### config.mk
export PLATFORM = sky130hd
export DESIGN_NAME = uart_tx_arbiter
export DESIGN_NICKNAME = d
export VERILOG_FILES = /design/src/rtl/uart_pkg.sv /design/src/rtl/uart_tx_arbiter_rr_pick.sv /design/src/rtl/uart_tx_arbiter.sv
export SDC_FILE = /design/constraint.sdc
export NUM_CORES = 1
export LEC_CHECK = 0
export BUFFER_PORTS_ARGS = -buffer_cell sky130_fd_sc_hd__buf_2
export CAP_MARGIN = 5
export CORE_AREA = 2 2 60 62
export CTS_CLUSTER_SIZE = 28
export DETAILED_ROUTE_END_ITERATION = 7
export DIE_AREA = 0 0 62 64
export GPL_TIMING_DRIVEN = 1
export MAX_ROUTING_LAYER = met4
export PLACE_DENSITY_LB_ADDON = 0.15
export SYNTH_ARGS = -nofsm -noshare
export SYNTH_HDL_FRONTEND = slang
export SYNTH_HIERARCHICAL = 1
export SYNTH_SLANG_ARGS = --single-unit
### constraint.sdc
create_clock -name clk -period 3.5 [get_ports clk]
set_input_delay 1.05 -clock clk [delete_from_list [all_inputs] [get_ports clk]]
set_output_delay 1.05 -clock clk [all_outputs]
set_load 0.02 [all_outputs]
### src/rtl/uart_pkg.sv
// Shared definitions for the UART transmit arbiter: state encoding, data width
// and default watchdog / inter-frame gap lengths.
package uart_pkg;

    localparam int UART_DATA_W       = 8;
    localparam int DEF_TIMEOUT_TICKS = 16;
    localparam int DEF_GAP_TICKS     = 2;

    typedef enum logic [1:0] {
        IDLE = 2'd0,
        WAIT = 2'd1,
        GAP  = 2'd2
    } arb_state_e;

endpackage

### src/rtl/uart_tx_arbiter_rr_pick.sv
// Combinational round-robin picker: first set req bit strictly above 'last',
// wrapping to the lowest set bit when nothing above it is requesting.
module rr_pick #(
    parameter int N  = 4,
    parameter int IW = (N > 1) ? $clog2(N) : 1
) (
    input  logic [N-1:0]  req,
    input  logic [IW-1:0] last,
    output logic [IW-1:0] winner,
    output logic          valid
);

    logic [IW-1:0] hi_idx;
    logic [IW-1:0] lo_idx;
    logic          hi_v;

    // Descending scan so the final assignment holds the lowest qualifying index.
    always_comb begin
        hi_v   = 1'b0;
        hi_idx = '0;
        lo_idx = '0;
        for (int i = N - 1; i >= 0; i--) begin
            if (req[i]) begin
                lo_idx = IW'(i);
                if (i > int'(last)) begin
                    hi_v   = 1'b1;
                    hi_idx = IW'(i);
                end
            end
        end
        winner = hi_v ? hi_idx : lo_idx;
        valid  = |req;
    end

endmodule

### src/rtl/uart_tx_arbiter.sv
// Round-robin arbiter sharing one UART transmitter between N requesters, with a
// baud-tick watchdog. Define UART_ARB_GAP_EN to enforce an idle gap between frames.
module uart_tx_arbiter
    import uart_pkg::*;
#(
    parameter int N             = 4,
    parameter int TIMEOUT_TICKS = DEF_TIMEOUT_TICKS,
    parameter int GAP_TICKS     = DEF_GAP_TICKS
) (
    input  logic                     clk,
    input  logic                     reset,
    input  logic                     baud_tick,
    input  logic [N-1:0]             req,
    input  logic [N*UART_DATA_W-1:0] req_data,
    output logic [N-1:0]             ack,
    output logic                     tx_start,
    output logic [UART_DATA_W-1:0]   tx_data,
    input  logic                     tx_done,
    output logic [$clog2(N)-1:0]     grant_id,
    output logic                     busy,
    output logic                     timeout_err,
    output arb_state_e               dbg_state
);

    // Handshake: req[i] is a level held until ack[i]; ack[i] is a one-cycle pulse
    // in the same cycle as tx_start, when tx_data already holds byte i.
    localparam int IW = $clog2(N);
    localparam logic [7:0] WDOG_LIMIT = 8'(TIMEOUT_TICKS);

    if (N < 2 || N > 8) begin : g_bad_n
        $error("uart_tx_arbiter: N must be 2..8");
    end
    if (TIMEOUT_TICKS < 1 || TIMEOUT_TICKS > 255) begin : g_bad_timeout
        $error("uart_tx_arbiter: TIMEOUT_TICKS must be 1..255");
    end
    if (GAP_TICKS < 1 || GAP_TICKS > 15) begin : g_bad_gap
        $error("uart_tx_arbiter: GAP_TICKS must be 1..15");
    end

    arb_state_e             state_q, state_d;
    logic [N-1:0]           ack_q, ack_d;
    logic                   tx_start_q, tx_start_d;
    logic [UART_DATA_W-1:0] tx_data_q, tx_data_d;
    logic [IW-1:0]          grant_q, grant_d;
    logic [IW-1:0]          last_q, last_d;
    logic [7:0]             wdog_q, wdog_d;
    logic                   timeout_q, timeout_d;
`ifdef UART_ARB_GAP_EN
    localparam logic [3:0] GAP_LIMIT = 4'(GAP_TICKS);
    logic [3:0]             gap_q, gap_d;
`endif

    logic [IW-1:0]          pick_id;
    logic                   pick_valid;
    logic [UART_DATA_W-1:0] pick_data;
    logic [N-1:0]           pick_onehot;

    rr_pick #(
        .N  (N),
        .IW (IW)
    ) u_pick (
        .req    (req),
        .last   (last_q),
        .winner (pick_id),
        .valid  (pick_valid)
    );

    always_comb begin
        pick_data   = '0;
        pick_onehot = '0;
        for (int i = 0; i < N; i++) begin
            if (pick_id == IW'(i)) begin
                pick_data      = req_data[i*UART_DATA_W +: UART_DATA_W];
                pick_onehot[i] = 1'b1;
            end
        end
    end

    always_comb begin
        state_d    = state_q;
        ack_d      = '0;
        tx_start_d = 1'b0;
        tx_data_d  = tx_data_q;
        grant_d    = grant_q;
        last_d     = last_q;
        wdog_d     = wdog_q;
        timeout_d  = 1'b0;
`ifdef UART_ARB_GAP_EN
        gap_d      = gap_q;
`endif
        case (state_q)
            IDLE: begin
                if (pick_valid) begin
                    ack_d      = pick_onehot;
                    tx_start_d = 1'b1;
                    tx_data_d  = pick_data;
                    grant_d    = pick_id;
                    last_d     = pick_id;
                    wdog_d     = '0;
                    state_d    = WAIT;
                end
            end
            WAIT: begin
                // A done coincident with the launch belongs to no frame of ours.
                if (!tx_start_q && tx_done) begin
`ifdef UART_ARB_GAP_EN
                    gap_d   = '0;
                    state_d = GAP;
`else
                    state_d = IDLE;
`endif
                end else if (baud_tick) begin
                    if (wdog_q >= WDOG_LIMIT - 8'd1) begin
                        wdog_d    = WDOG_LIMIT;
                        timeout_d = 1'b1;
                        state_d   = IDLE;
                    end else begin
                        wdog_d = wdog_q + 8'd1;
                    end
                end
            end
`ifdef UART_ARB_GAP_EN
            GAP: begin
                if (baud_tick) begin
                    if (gap_q >= GAP_LIMIT - 4'd1) begin
                        gap_d   = '0;
                        state_d = IDLE;
                    end else begin
                        gap_d = gap_q + 4'd1;
                    end
                end
            end
`endif
            default: state_d = IDLE;
        endcase
    end

    always_ff @(posedge clk) begin
        if (reset) begin
            state_q    <= IDLE;
            ack_q      <= '0;
            tx_start_q <= 1'b0;
            tx_data_q  <= '0;
            grant_q    <= '0;
            last_q     <= IW'(N - 1);
            wdog_q     <= '0;
            timeout_q  <= 1'b0;
`ifdef UART_ARB_GAP_EN
            gap_q      <= '0;
`endif
        end else begin
            state_q    <= state_d;
            ack_q      <= ack_d;
            tx_start_q <= tx_start_d;
            tx_data_q  <= tx_data_d;
            grant_q    <= grant_d;
            last_q     <= last_d;
            wdog_q     <= wdog_d;
            timeout_q  <= timeout_d;
`ifdef UART_ARB_GAP_EN
            gap_q      <= gap_d;
`endif
        end
    end

    assign ack         = ack_q;
    assign tx_start    = tx_start_q;
    assign tx_data     = tx_data_q;
    assign grant_id    = grant_q;
    assign busy        = (state_q != IDLE);
    assign timeout_err = timeout_q;
    assign dbg_state   = state_q;

endmodule

Word level (Yosys, flattened, before mapping). Cells that the tools add are included.

Bits of input ports: 40. Register bits after elaboration: 28. Bits in latches: 0. Output and inout port bits: 19. Logic and storage cells: 76. Memory bits (writable): 0. Bits in read-only memories: 0. Memories kept: 0.

Shifts and indexed selects: 0. Magnitude comparators: 4. Reductions and logical operators: 13. Add/sub/neg operators: 1. Bitwise operators: 4. Div/mod/pow operators: 0. Multiplexer cells: 37. Equal/unequal tests: 9. Multipliers: 0.

Operators by type and width (count): $mux 8 (8); $mux 2 (15); $pmux 8 s2 (1); $mux 1 (12); $add 8x1->8 const B (1); $ge 8x4->1 const B (1); $reduce_or 4->1 (2); $ne 2x2->1 const B (3); $ne 3x3->1 const B (2); $eq 2x1->1 const B (2); $eq 2x2->1 const B (2); $gt 2x2->1 const A (2); $logic_not 2->1 (2); $not 1->1 (4); $pmux 2 s2 (1); $reduce_and 4->1 (1); $reduce_bool 2->1 (2); $reduce_and 3->1 (1); $reduce_or 3->1 (1); $gt 1x2->1 const A (1); $reduce_and 2->1 (1); $reduce_or 2->1 (1); $logic_and 1x1->1 (1); $logic_not 1->1 (1).

Longest topological paths before layout. Gate-level depths: netlist of the first run.

Depth in word-level cells: 13. Mapped depth: 7. Mapped depth without buffers: 6.

Hierarchy. The synthesis of the first run kept the hierarchy.

Modules (own cells, without submodules): uart_tx_arbiter (instances 1, area each 1218.7 um2, seq. area each 540.5 um2, cells each 127); rr_pick (instances 1, area each 70.1 um2, seq. area each 0.0 um2, cells each 13).

Least setup slack after synthesis of the first run. Ideal clock, no wire load.

Path kind: in2reg. From: input req[1]. To: register tx_data_q[3], in the netlist tx_data[3]. Data arrival time: 2.433 ns. Slack: 0.934 ns. Setup time: 0.134 ns. Stages on the path: 7. Buffers on the path: 1. Required time: 3.366 ns. Cells stage by stage: nor2_1 a21oi_1 a221oi_1 clkbuf_1 mux4_2 nand2_1 a21oi_1.

Longest elaborated chain between the ends: 8. Elaborated cells on any way between the ends: 15. Classes of those cells: 3 x eq/ne; 9 x mux; 3 x reduce/logical.

Ends and longest elaborated chain: start, declared (line uart_tx_arbiter.sv:13) `input logic [N-1:0] req,`; $mux 2 (2 in a row) (line uart_tx_arbiter_rr_pick.sv:23) `if (req[i]) begin`; $mux 2 * (line uart_tx_arbiter_rr_pick.sv:31) `winner = hi_v ? hi_idx : lo_idx;`; net pick_id[1] (line uart_tx_arbiter.sv:53) `logic [IW-1:0] pick_id;`; $logic_not 2->1 (line uart_tx_arbiter.sv:72) `if (pick_id == IW'(i)) begin`; $mux 8 (3 in a row) (line uart_tx_arbiter.sv:72); $mux 8 * (line uart_tx_arbiter.sv:72); end signal, assigned (line uart_tx_arbiter.sv:155) `tx_data_q <= tx_data_d;`; end, declared (line uart_tx_arbiter.sv:43) `logic [UART_DATA_W-1:0] tx_data_q, tx_data_d;`.

Mark *: on every way through the listed nets, which the timed path passes. The rest lies on a longest branch. A chain may end at the register's enable or synchronous reset.

Worst setup path after layout of the first run.
From: input req[3]. To: register tx_data_q[4], in the netlist tx_data[4].

Longest elaborated chain between the ends: 11. Elaborated cells on any way between the ends: 25. Classes of those cells: 3 x eq/ne; 19 x mux; 3 x reduce/logical.

Ends and longest elaborated chain: $mux 2 / $mux 1 (equally long branches) (line uart_tx_arbiter_rr_pick.sv:23); $mux 2 / $mux 1 (equally long branches) (line uart_tx_arbiter_rr_pick.sv:25) `if (i > int'(last)) begin`; $mux 2 / $mux 1 (equally long branches) (line uart_tx_arbiter_rr_pick.sv:23); $mux 2 / $mux 1 (equally long branches) (line uart_tx_arbiter_rr_pick.sv:25); $mux 2 / $mux 1 (equally long branches) (line uart_tx_arbiter_rr_pick.sv:23); $mux 2 * (line uart_tx_arbiter_rr_pick.sv:31); net pick_id[0] (line uart_tx_arbiter.sv:53); $logic_not 2->1 (line uart_tx_arbiter.sv:72); $mux 8 (3 in a row) (line uart_tx_arbiter.sv:72); $mux 8 * (line uart_tx_arbiter.sv:72).

Marks and branches as above.

==> results of run 1 <==
## synth_stat cells (all sizes together) (2+ instances only)
library cell	n
dfxtp	27
nand2	26
a21oi	16
mux4	8
nor2	8
nand3	7
buf	5
clkbuf	5
inv	4
a211oi	3
nand2b	3
nor4	3
a31oi	2
and3	2
nor2b	2
nor3	2
nor3b	2
o21ai	2
o22ai	2
or3b	2
## kinds of logic after synthesis
logic type      share of synthesized area
compound gates                      0.138
other cells                       0.00291
fa+ha+maj                         0.00971
simple gates                        0.242
buf+inv                            0.0485
flops                               0.419
mux                                 0.140
## state kept, by name (all words and copies together), names as in the netlist
register and count:
ack 4, last_q 2, timeout_err 1, tx_data 8, grant_id 2, dbg_state 1
wdog_q 8, tx_start 1
## metal layers
| layer | GRT usage | wire, um | up-vias | part of all wire |
|---|---|---|---|---|
| met5 | - | 0 | - | 0 |
| met4 | 0.0399 | 19 | 0 | 0.0067 |
| met3 | 0.0243 | 117 | 2 | 0.041 |
| met2 | 0.292 | 1430 | 34 | 0.50 |
| met1 | 0.199 | 1270 | 563 | 0.45 |
| li1 | - | - | 606 | - |
## area by class of cell
type,count,area (um^2)
inverters,4,15.0
repair buffers,59,300
fillers,332,1660
flip-flops and latches,27,541
multi-input cells,99,686
clock buffers,4,26.3
well taps,46,57.6
## power by group through the flow
stage	clock network [W]	logic, W	registers, W
final	0.000128	0.000186	0.000345
after global routing	0.000148	0.000208	0.000349
after CTS	0.000134	0.000189	0.000345
after detailed placement	0	0.000189	0.000352
after global placement	0	0.000183	0.000351
after floorplan	0	0.000106	0.000374
## per-stage QoR
step	hold slack, ns	power [W]	worst slack [ns]	instance area, um^2	utilization
finish	0.464	0.000659	0.942	1630	0.495
global route	0.484	0.000705	0.732	1630	0.495
CTS	0.469	0.000669	0.893	1630	0.495
detailed placement	0.449	0.000541	0.563	1600	0.487
global placement	0.439	0.000534	0.651	1600	0.487
floorplan	0.456	0.000480	0.934	1290	-
## path summary, 6_finish.rpt
| check | start | end | depth (start not counted) |
|---|---|---|---|
| min reg2reg | tx_data[0] | tx_data[0] | 2 |
| max | req[3] | tx_data[4] | 7 |
| max reg2reg | last_q[1] | tx_data[4] | 5 |
| min | tx_data[0] | tx_data[0] | 2 |
## worst max-delay path, cell delays in order
cell      delay (ns)
buf_2           0.10
inv_1           0.05
a211oi_1        0.22
a221o_1         0.60
mux4_2          0.59
nand2_1         0.09
a21oi_1         0.06
==> qor.csv, run 1 <==
metric,value,unit
Iter 0 DRT Violations,38,
leakage power,0.734,nW
clock power share,0.195,
internal power,0.000459,W
final setup violation count,0,
worst skew pair latency,0.31,ns
largest net degree at the start of global routing,27,
number of enable flip-flop cells after synthesis,0,
Vias/cell,5.04,
layout cells sized above 1,0.383,
Worst Skew,0.00371,ns
crit path capture type,flop,
Resize count post-CTS,0,
CTS Root Cell,clkbuf_4,
Setup crit start kind,primary input,
"Slew Viols, Final",0,
GRT Total Usage,0.168,
"top cells by area, synth","dfxtp_1 42%, mux4_2 14%, nand2_1 7.6%, a21oi_1 5.8%, nand3_1 2.7%",
Layout area overhead,26.1,%
clock sink total,27,
Initial Utilization,0.392,
DP HPWL,2230,um
clk slew on worst S/H paths,0.14,ns
Reg power frac,0.523,
Main synth FF type,dfxtp_1,
H-Tree Depth,1,
Synth area leader,dfxtp_1,
cts-stage hold buffer count,0,
"Seq/Total Area, Yosys",0.419,
Die ar.,3970,um^2
Vias,1205,
post-route ant nets,0,
placed cells,235,
Core Rows,21,
RSZ-0062 raised after global routing,no,
"non-filler cells, final",239,
Post-CTS Setup Repair Bufs,0,
CTS tree,yes,
vias in the first global route,1191,
"commonest cells after routing, fill and taps aside","57 x buf_2, 27 x dfxtp_1, 26 x nand2_1",
worst slew pin tran,0.769,ns
Sum Neg Setup Slack,0,ns
WL/cell,11.9,um
WP data required,3.69,ns
final cycle utilization of the critical path,0.731,
CTS buffer count,3,
WL final,2830,um
Cell variety after synth,34,
combinational power share,0.282,
Worst Path Max Fanout,13,
switch share,0.304,
Final min period,2.56,ns
total number of yosys warnings,6,
"Remaining Overflow, GRT",0,
max_cap viols,0,
NetSw,0.000200,W
router iterations before antenna repair,4,
IO Port Bufs,57,
worst hold-check path type,reg2reg,
first-pass GRT wire length,4970,um
Synthesized Nets,181,
antenna violations before repair,0,
Mapped Cells,140,
"commonest non-fill, non-tap cell in the layout",buf_2,
relative slew slack,0.486,
syn avg cell area,9.21,um^2
Max VDD drop,146,uV
"flops & latches, synth",27,
width of the chip,62,um
status,finished clean,
Placer Congestion,0.737,
cell area power density,405,nW/um^2
Vert. Die Dim,64,um
layout net count,235,
num ports,59,
Netlist Area Pre-Place,1290,um^2
Max Clk Rate,0.391,GHz
R2R setup slack,1.42,ns
remaining routing DRC violations,0,
core area,3280,um^2
Worst Setup Path Type,in2reg,
Final Hold Viols,0,
Async SR Flop Fraction,0,
crit path DAT,2.75,ns
area share of the largest cell type after synthesis,0.419,
maximum clock path buffer count,2,
Ant. Diodes,0,
No activity file was read; power rests on OpenSTA's default activity.
==> run 2: changes to the inputs <==
clock period = 2.4 ns   (was 3.5 ns; I/O delays follow)
==> run 2 against run 1 <==
Net effect: combinational power rose by 55%; non-clock buffer count rose by 3; wire length rose by 1.8%; setup slack got worse by 0.42 ns; register-to-register slack got worse by 0.81 ns; die area did not move; sequential share of layout area fell by 0.73 points; first-iteration DRC count fell by 16%; clock power rose by 51%; sequential power rose by 46%; final area rose by 2.2%.
==> qor.csv, run 2 (synthesized netlist as in run 1, its figures left out) <==
metric,value,unit,change
status,finished clean,,unchanged
Vias,1233,,was 1205
RSZ-0062 raised after global routing,no,,unchanged
Slowest cell on crit path,mux4_2,,was a221o_1
Worst Path Max Fanout,10,,was 13
CP bufs+invs,3,,was 2
final hold slack,0.461,ns,was 0.464 ns
router iterations before antenna repair,4,,unchanged
hold path startpoint,tx_data[0],,unchanged
post-route ant nets,0,,unchanged
Worst Setup Path Type,in2reg,,unchanged
max_cap viols,0,,unchanged
CTS buffer count,3,,unchanged
"commonest non-fill, non-tap cell in the layout",buf_2,,unchanged
max incr delay on CP,0.50,ns,was 0.60 ns
final cycle utilization of the critical path,0.784,,
leakage power,0.755,nW,was 0.734 nW
"commonest cells after routing, fill and taps aside","57 x buf_2, 27 x dfxtp_1, 26 x nand2_1",,unchanged
Iter 0 DRT Violations,32,,was 38
crit path capture type,flop,,unchanged
DP HPWL,2280,um,was 2230 um
WL final,2880,um,was 2830 um
Initial Utilization,0.392,,unchanged
num ports,59,,unchanged
Post-CTS Setup Repair Bufs,0,,unchanged
Crit. Startpoint,req[3],,unchanged
Setup crit start kind,primary input,,unchanged
clock sink total,27,,unchanged
cts-stage hold buffer count,0,,unchanged
Die ar.,3970,um^2,unchanged
crit-path leading delay family,multiplexers,,was compound AO/OA/AOI/OAI gates
Final Hold Viols,0,,unchanged
width of the chip,62,um,unchanged
DP Area,1630,um^2,was 1600 um^2
WP data required,2.61,ns,was 3.69 ns
Core Rows,21,,unchanged
Max Clk Rate,0.531,GHz,
relative slew slack,0.488,,was 0.486
maximum clock path buffer count,2,,unchanged
clk slew on worst S/H paths,0.13,ns,was 0.14 ns
layout cells sized above 1,0.398,,was 0.383
Vert. Die Dim,64,um,unchanged
worst slew pin tran,0.766,ns,was 0.769 ns
reg-to-reg startpoint,last_q[1],,unchanged
vias in the first global route,1255,,was 1191
GRT Total Usage,0.173,,was 0.168
Worst Skew,0.00611,ns,was 0.00371 ns
antenna violations before repair,0,,unchanged
Placer Congestion,0.816,,was 0.737
CTS Root Cell,clkbuf_4,,unchanged
"Slew Viols, Final",0,,unchanged
layout net count,238,,was 235
WL/cell,11.9,um,about the same
first-pass GRT wire length,5150,um,was 4970 um
H-Tree Depth,1,,unchanged
core area,3280,um^2,unchanged
Vias/cell,5.10,,was 5.04
worst hold-check path type,reg2reg,,unchanged
remaining routing DRC violations,0,,unchanged
cell area power density,593,nW/um^2,was 405 nW/um^2
Ant. Diodes,0,,unchanged
Max VDD drop,192,uV,was 146 uV
largest net degree at the start of global routing,27,,unchanged
worst skew pair latency,0.32,ns,was 0.31 ns
Final Instance Area,1660,um^2,was 1630 um^2
"non-filler cells, final",242,,was 239
Layout area overhead,28.9,%,was 26.1%
Final min period,1.88,ns,
final setup margin,0.518,ns,was 0.942 ns
placed cells,238,,was 235
crit path cell chain,buf_2 -> inv_1 -> a211oi_1 -> a221o_1 -> buf_4 -> mux4_2 -> nand2_1 -> a21oi_1,,was buf_2 -> inv_1 -> a211oi_1 -> a221o_1 -> mux4_2 -> nand2_1 -> a21oi_1
worst slack at placement,0.155,ns,was 0.563 ns
"Remaining Overflow, GRT",0,,unchanged
crit path DAT,2.09,ns,was 2.75 ns
Sum Neg Setup Slack,0,ns,unchanged
final setup violation count,0,,unchanged
Resize count post-CTS,0,,unchanged
IO Port Bufs,57,,unchanged
CTS tree,yes,,unchanged
## run 2: cell types whose count changed in the layout (fill, tap and decap cells not counted)
cell      change
buf_12        +1
buf_4         +2
clkbuf_1      -1
clkinv_2      +1
## run 2: worst reg2reg max path, cell delays in order, from the launching register on
cell and delay [ns]:
dfxtp_1 0.44, o22ai_1 0.12, a221o_1 0.36, buf_4 0.19, mux4_2 0.42, nand2_1 0.08
a21oi_1 0.06
## run 2: layer usage
metal  GRT usage  share of wire  up-vias
li1            -              -      619
met1       0.209           0.43      560
met2       0.279           0.50       47
met3      0.0324          0.053        7
met4      0.0638          0.020        0
met5           -              0        -
## run 2: power breakdown
group          switching (W)  leakage, nW  internal (W)
Combinational       0.000152        0.516      0.000136
Clock               0.000131       0.0177     0.0000625
Sequential         0.0000216        0.221      0.000482
Total               0.000304        0.755      0.000680
## run 2: cell type report
type	instances	area, um^2
Fill cell	316	1620
Multi-Input combinational cell	99	686
Sequential cell	27	541
Timing Repair Buffer	62	335
Tap cell	46	57.6
Clock buffer	3	22.5
Inverter	4	15.0
Clock inverter	1	5.00
## run 2: final timing paths
path                endpoint  slack (ns)  depth (start not counted)
setup reg to reg  tx_data[5]        0.61                          6
setup / recovery  tx_data[5]        0.52                          8
hold / removal    tx_data[0]        0.46                          2
hold reg to reg   tx_data[0]        0.46                          2
## run 2: stage by stage
step	power, W	utilization
6_report	0.000985	0.506
5_1_grt	0.00106	0.506
4_1_cts	0.00100	0.506
3_5_place_dp	0.000805	0.498
3_3_place_gp	0.000796	0.498
2_1_floorplan	0.000701	-
==> run 3: changes to the inputs <==
ABC_AREA = 1   (was default)
CORE_AREA = 2 2 62 64   (was 2 2 60 62)
DIE_AREA = 0 0 64 66   (was 0 0 62 64)
clock period = 1.8 ns   (was 2.4 ns; I/O delays follow)
==> run 3 against run 2 <==
Net effect: critical path depth increased by 1; setup slack got worse by 0.26 ns; worst hold slack got worse by 0.016 ns; via count increased by 13%; synthesized area increased by 4.7%; final cell count increased by 31%; first-iteration DRC count increased by 110%; combinational power increased by 58%; wire length increased by 4.3%; global-route usage decreased by 0.91 points; clock skew increased by 0.0034 ns; synthesized cell count increased by 50%; highest routed layer unchanged.
==> qor.csv, run 3 <==
metric,value,unit,change
status,finished clean,,unchanged
Vias,1389,,was 1233
syn avg cell area,6.42,um^2,was 9.21 um^2
Iter 0 DRT Violations,66,,was 32
H-Tree Depth,1,,unchanged
Main synth FF type,dfxtp_1,,unchanged
final setup violation count,0,,unchanged
maximum clock path buffer count,2,,unchanged
Synthesized Nets,251,,was 181
R2R setup slack,0.25,ns,was 0.61 ns
WP data required,2.02,ns,was 2.61 ns
cts-stage hold buffer count,0,,unchanged
"flops & latches, synth",27,,unchanged
worst r2r dst,tx_data[0],,was tx_data[5]
Layout area overhead,27.1,%,was 28.9%
reg-to-reg startpoint,last_q[1],,unchanged
hold path startpoint,wdog_q[5],,was tx_data[0]
Post-CTS Setup Repair Bufs,0,,unchanged
crit path DAT,1.77,ns,was 2.09 ns
layout net count,312,,was 238
post-route ant nets,0,,unchanged
Setup crit start kind,flop,,was primary input
vias in the first global route,1334,,was 1255
first-pass GRT wire length,5410,um,was 5150 um
Netlist Area Pre-Place,1350,um^2,was 1290 um^2
router iterations before antenna repair,4,,unchanged
area share of the largest cell type after synthesis,0.401,,was 0.419
FILL cells,384,,was 316
"Slew Viols, Final",0,,unchanged
worst hold-check path type,reg2reg,,unchanged
layout cells sized above 1,0.281,,was 0.398
DP Area,1690,um^2,was 1630 um^2
Die ar.,4220,um^2,was 3970 um^2
leakage power,0.901,nW,was 0.755 nW
hold endpoint,wdog_q[5],,was tx_data[0]
total number of yosys warnings,6,,unchanged
antenna violations before repair,0,,unchanged
Worst Path Max Fanout,8,,was 10
RSZ-0062 raised after global routing,no,,unchanged
final cycle utilization of the critical path,0.859,,
Placer Congestion,0.781,,was 0.816
remaining routing DRC violations,0,,unchanged
Synth area leader,dfxtp_1,,unchanged
Slowest cell on crit path,dfxtp_1,,was mux4_2
core area,3550,um^2,was 3280 um^2
"commonest cells after routing, fill and taps aside","70 x nand2_1, 57 x buf_2, 32 x nor2_1",,"was 57 x buf_2, 27 x dfxtp_1, 26 x nand2_1"
crit path capture type,flop,,unchanged
GRT Total Usage,0.163,,was 0.173
IO Port Bufs,57,,unchanged
max incr delay on CP,0.36,ns,was 0.50 ns
cell area power density,808,nW/um^2,was 593 nW/um^2
crit path cell chain,nor3_1 -> inv_1 -> nand2_1 -> buf_4 -> nor2_4 -> nand2_1 -> nand3_1 -> nor2_1 -> nor2_1,,was buf_2 -> inv_1 -> a211oi_1 -> a221o_1 -> buf_4 -> mux4_2 -> nand2_1 -> a21oi_1
Vias/cell,4.37,,was 5.10
largest net degree at the start of global routing,19,,was 27
Cell variety after synth,21,,was 34
number of enable flip-flop cells after synthesis,0,,unchanged
Final Instance Area,1710,um^2,was 1660 um^2
Hold Path Stages,2,,unchanged
Initial Utilization,0.380,,was 0.392
Vert. Die Dim,66,um,was 64 um
Ant. Diodes,0,,unchanged
Worst Skew,0.00950,ns,was 0.00611 ns
width of the chip,64,um,was 62 um
FF-to-FF path depth,9,,was 6
DP HPWL,2450,um,was 2280 um
"Seq/Total Area, Yosys",0.401,,was 0.419
"Remaining Overflow, GRT",0,,unchanged
clock sink total,27,,unchanged
Final Hold Viols,0,,unchanged
end-of-flow core utilization,0.483,,was 0.506
Async SR Flop Fraction,0,,unchanged
Mapped Cells,210,,was 140
"commonest non-fill, non-tap cell in the layout",nand2_1,,was buf_2
Core Rows,22,,was 21
max_cap viols,0,,unchanged
Final min period,1.55,ns,
Max VDD drop,346,uV,was 192 uV
Worst Setup Path Type,reg2reg,,was in2reg
worst skew pair latency,0.31,ns,was 0.32 ns
clk slew on worst S/H paths,0.14,ns,was 0.13 ns
CTS Root Cell,clkbuf_4,,unchanged
WL final,3010,um,was 2880 um
num ports,59,,unchanged
Resize count post-CTS,0,,unchanged
cell with the most instances after synthesis,nand2_1,,was dfxtp_1
WL/cell,9.46,um,was 11.9 um
CTS buffer count,3,,unchanged
Max Clk Rate,0.647,GHz,
CTS tree,yes,,unchanged
Commonest cells post-synth,"70 x nand2_1, 32 x nor2_1, 27 x dfxtp_1, 24 x nand3_1, 12 x inv_1",,"was 27 x dfxtp_1, 26 x nand2_1, 15 x a21oi_1, 8 x mux4_2, 8 x nor2_1"
"top cells by area, synth","dfxtp_1 40%, nand2_1 19%, nand3_1 8.9%, nor2_1 8.9%, inv_1 3.3%",,"was dfxtp_1 42%, mux4_2 14%, nand2_1 7.6%, a21oi_1 5.8%, nand3_1 2.7%"
==> run 3: cell types whose count changed in the layout (fill, tap and decap cells not counted), sizes merged, moves of 8 or more <==
cell,before,now
o21ai,2,10
nand3,7,24
a21oi,16,8
nor2,8,35
mux4,8,0
nand2,26,72
inv,4,17
==> run 3: how the worst max path moves through the flow <==
stage	start	to	slack (ns)	cells after the start
2_1_floorplan	req[0]	tx_data[7]	0.04	9
6_report	last_q[1]	tx_data[0]	0.25	9
5_1_grt	last_q[1]	tx_data[4]	0.04	9
4_1_cts	last_q[1]	tx_data[7]	0.25	11
3_5_place_dp	req[2]	tx_data[0]	-0.03	14
3_3_place_gp	req[2]	tx_data[0]	-0.02	14
==> run 3: per-stage QoR <==
| step | setup TNS [ns] | power [W] | instances | hold slack (ns) | setup slack (ns) |
|---|---|---|---|---|---|
| CTS | 0 | 0.00140 | 318 | 0.449 | 0.251 |
| global placement | -0.0536 | 0.00115 | 314 | 0.430 | -0.0238 |
| detailed placement | -0.0552 | 0.00115 | 314 | 0.428 | -0.0265 |
| finish | 0 | 0.00138 | 318 | 0.445 | 0.254 |
| floorplan | 0 | 0.00100 | 210 | 0.417 | 0.0437 |
| global route | 0 | 0.00150 | 318 | 0.484 | 0.0394 |
==> run 3: report_power, final <==
group	internal, W	leakage [nW]	switching (W)
clock network	0.0000865	0.0150	0.000167
registers	0.000648	0.222	0.0000280
logic	0.000172	0.664	0.000283
total	0.000906	0.901	0.000479
==> run 3: cells by family after synthesis <==
family,after synthesis,share of synthesized area
other cells,1,0.00278
compound gates,18,0.0668
simple gates,138,0.432
buf+inv,25,0.0881
fa+ha+maj,1,0.00927
flops,27,0.401
==> run 3: worst max-delay path, delay by kind of cell (launching register included) <==
kind	cells	cell delay, ns
flip-flops	1	0.36
AND/OR/NAND/NOR	7	0.81
buffers and inverters	2	0.28
==> run 3: layout make-up <==
type | instances | area (um^2) | area share
clock buffer | 4 | 26.3 | 0.0153
inverter | 18 | 67.6 | 0.0394
multi-input combinational | 158 | 689 | 0.402
timing repair buffer | 63 | 330 | 0.193
sequential | 27 | 541 | 0.315
tap | 48 | 60.1 | 0.0350
==> run 3: metal layers <==
metal / GRT usage / up-vias / wire [um]
li1: - / 779 / -
met1: 0.194 / 564 / 1380
met2: 0.284 / 44 / 1420
met3: 0.0221 / 2 / 179
met4: 0.0571 / 0 / 33
met5: - / - / 0
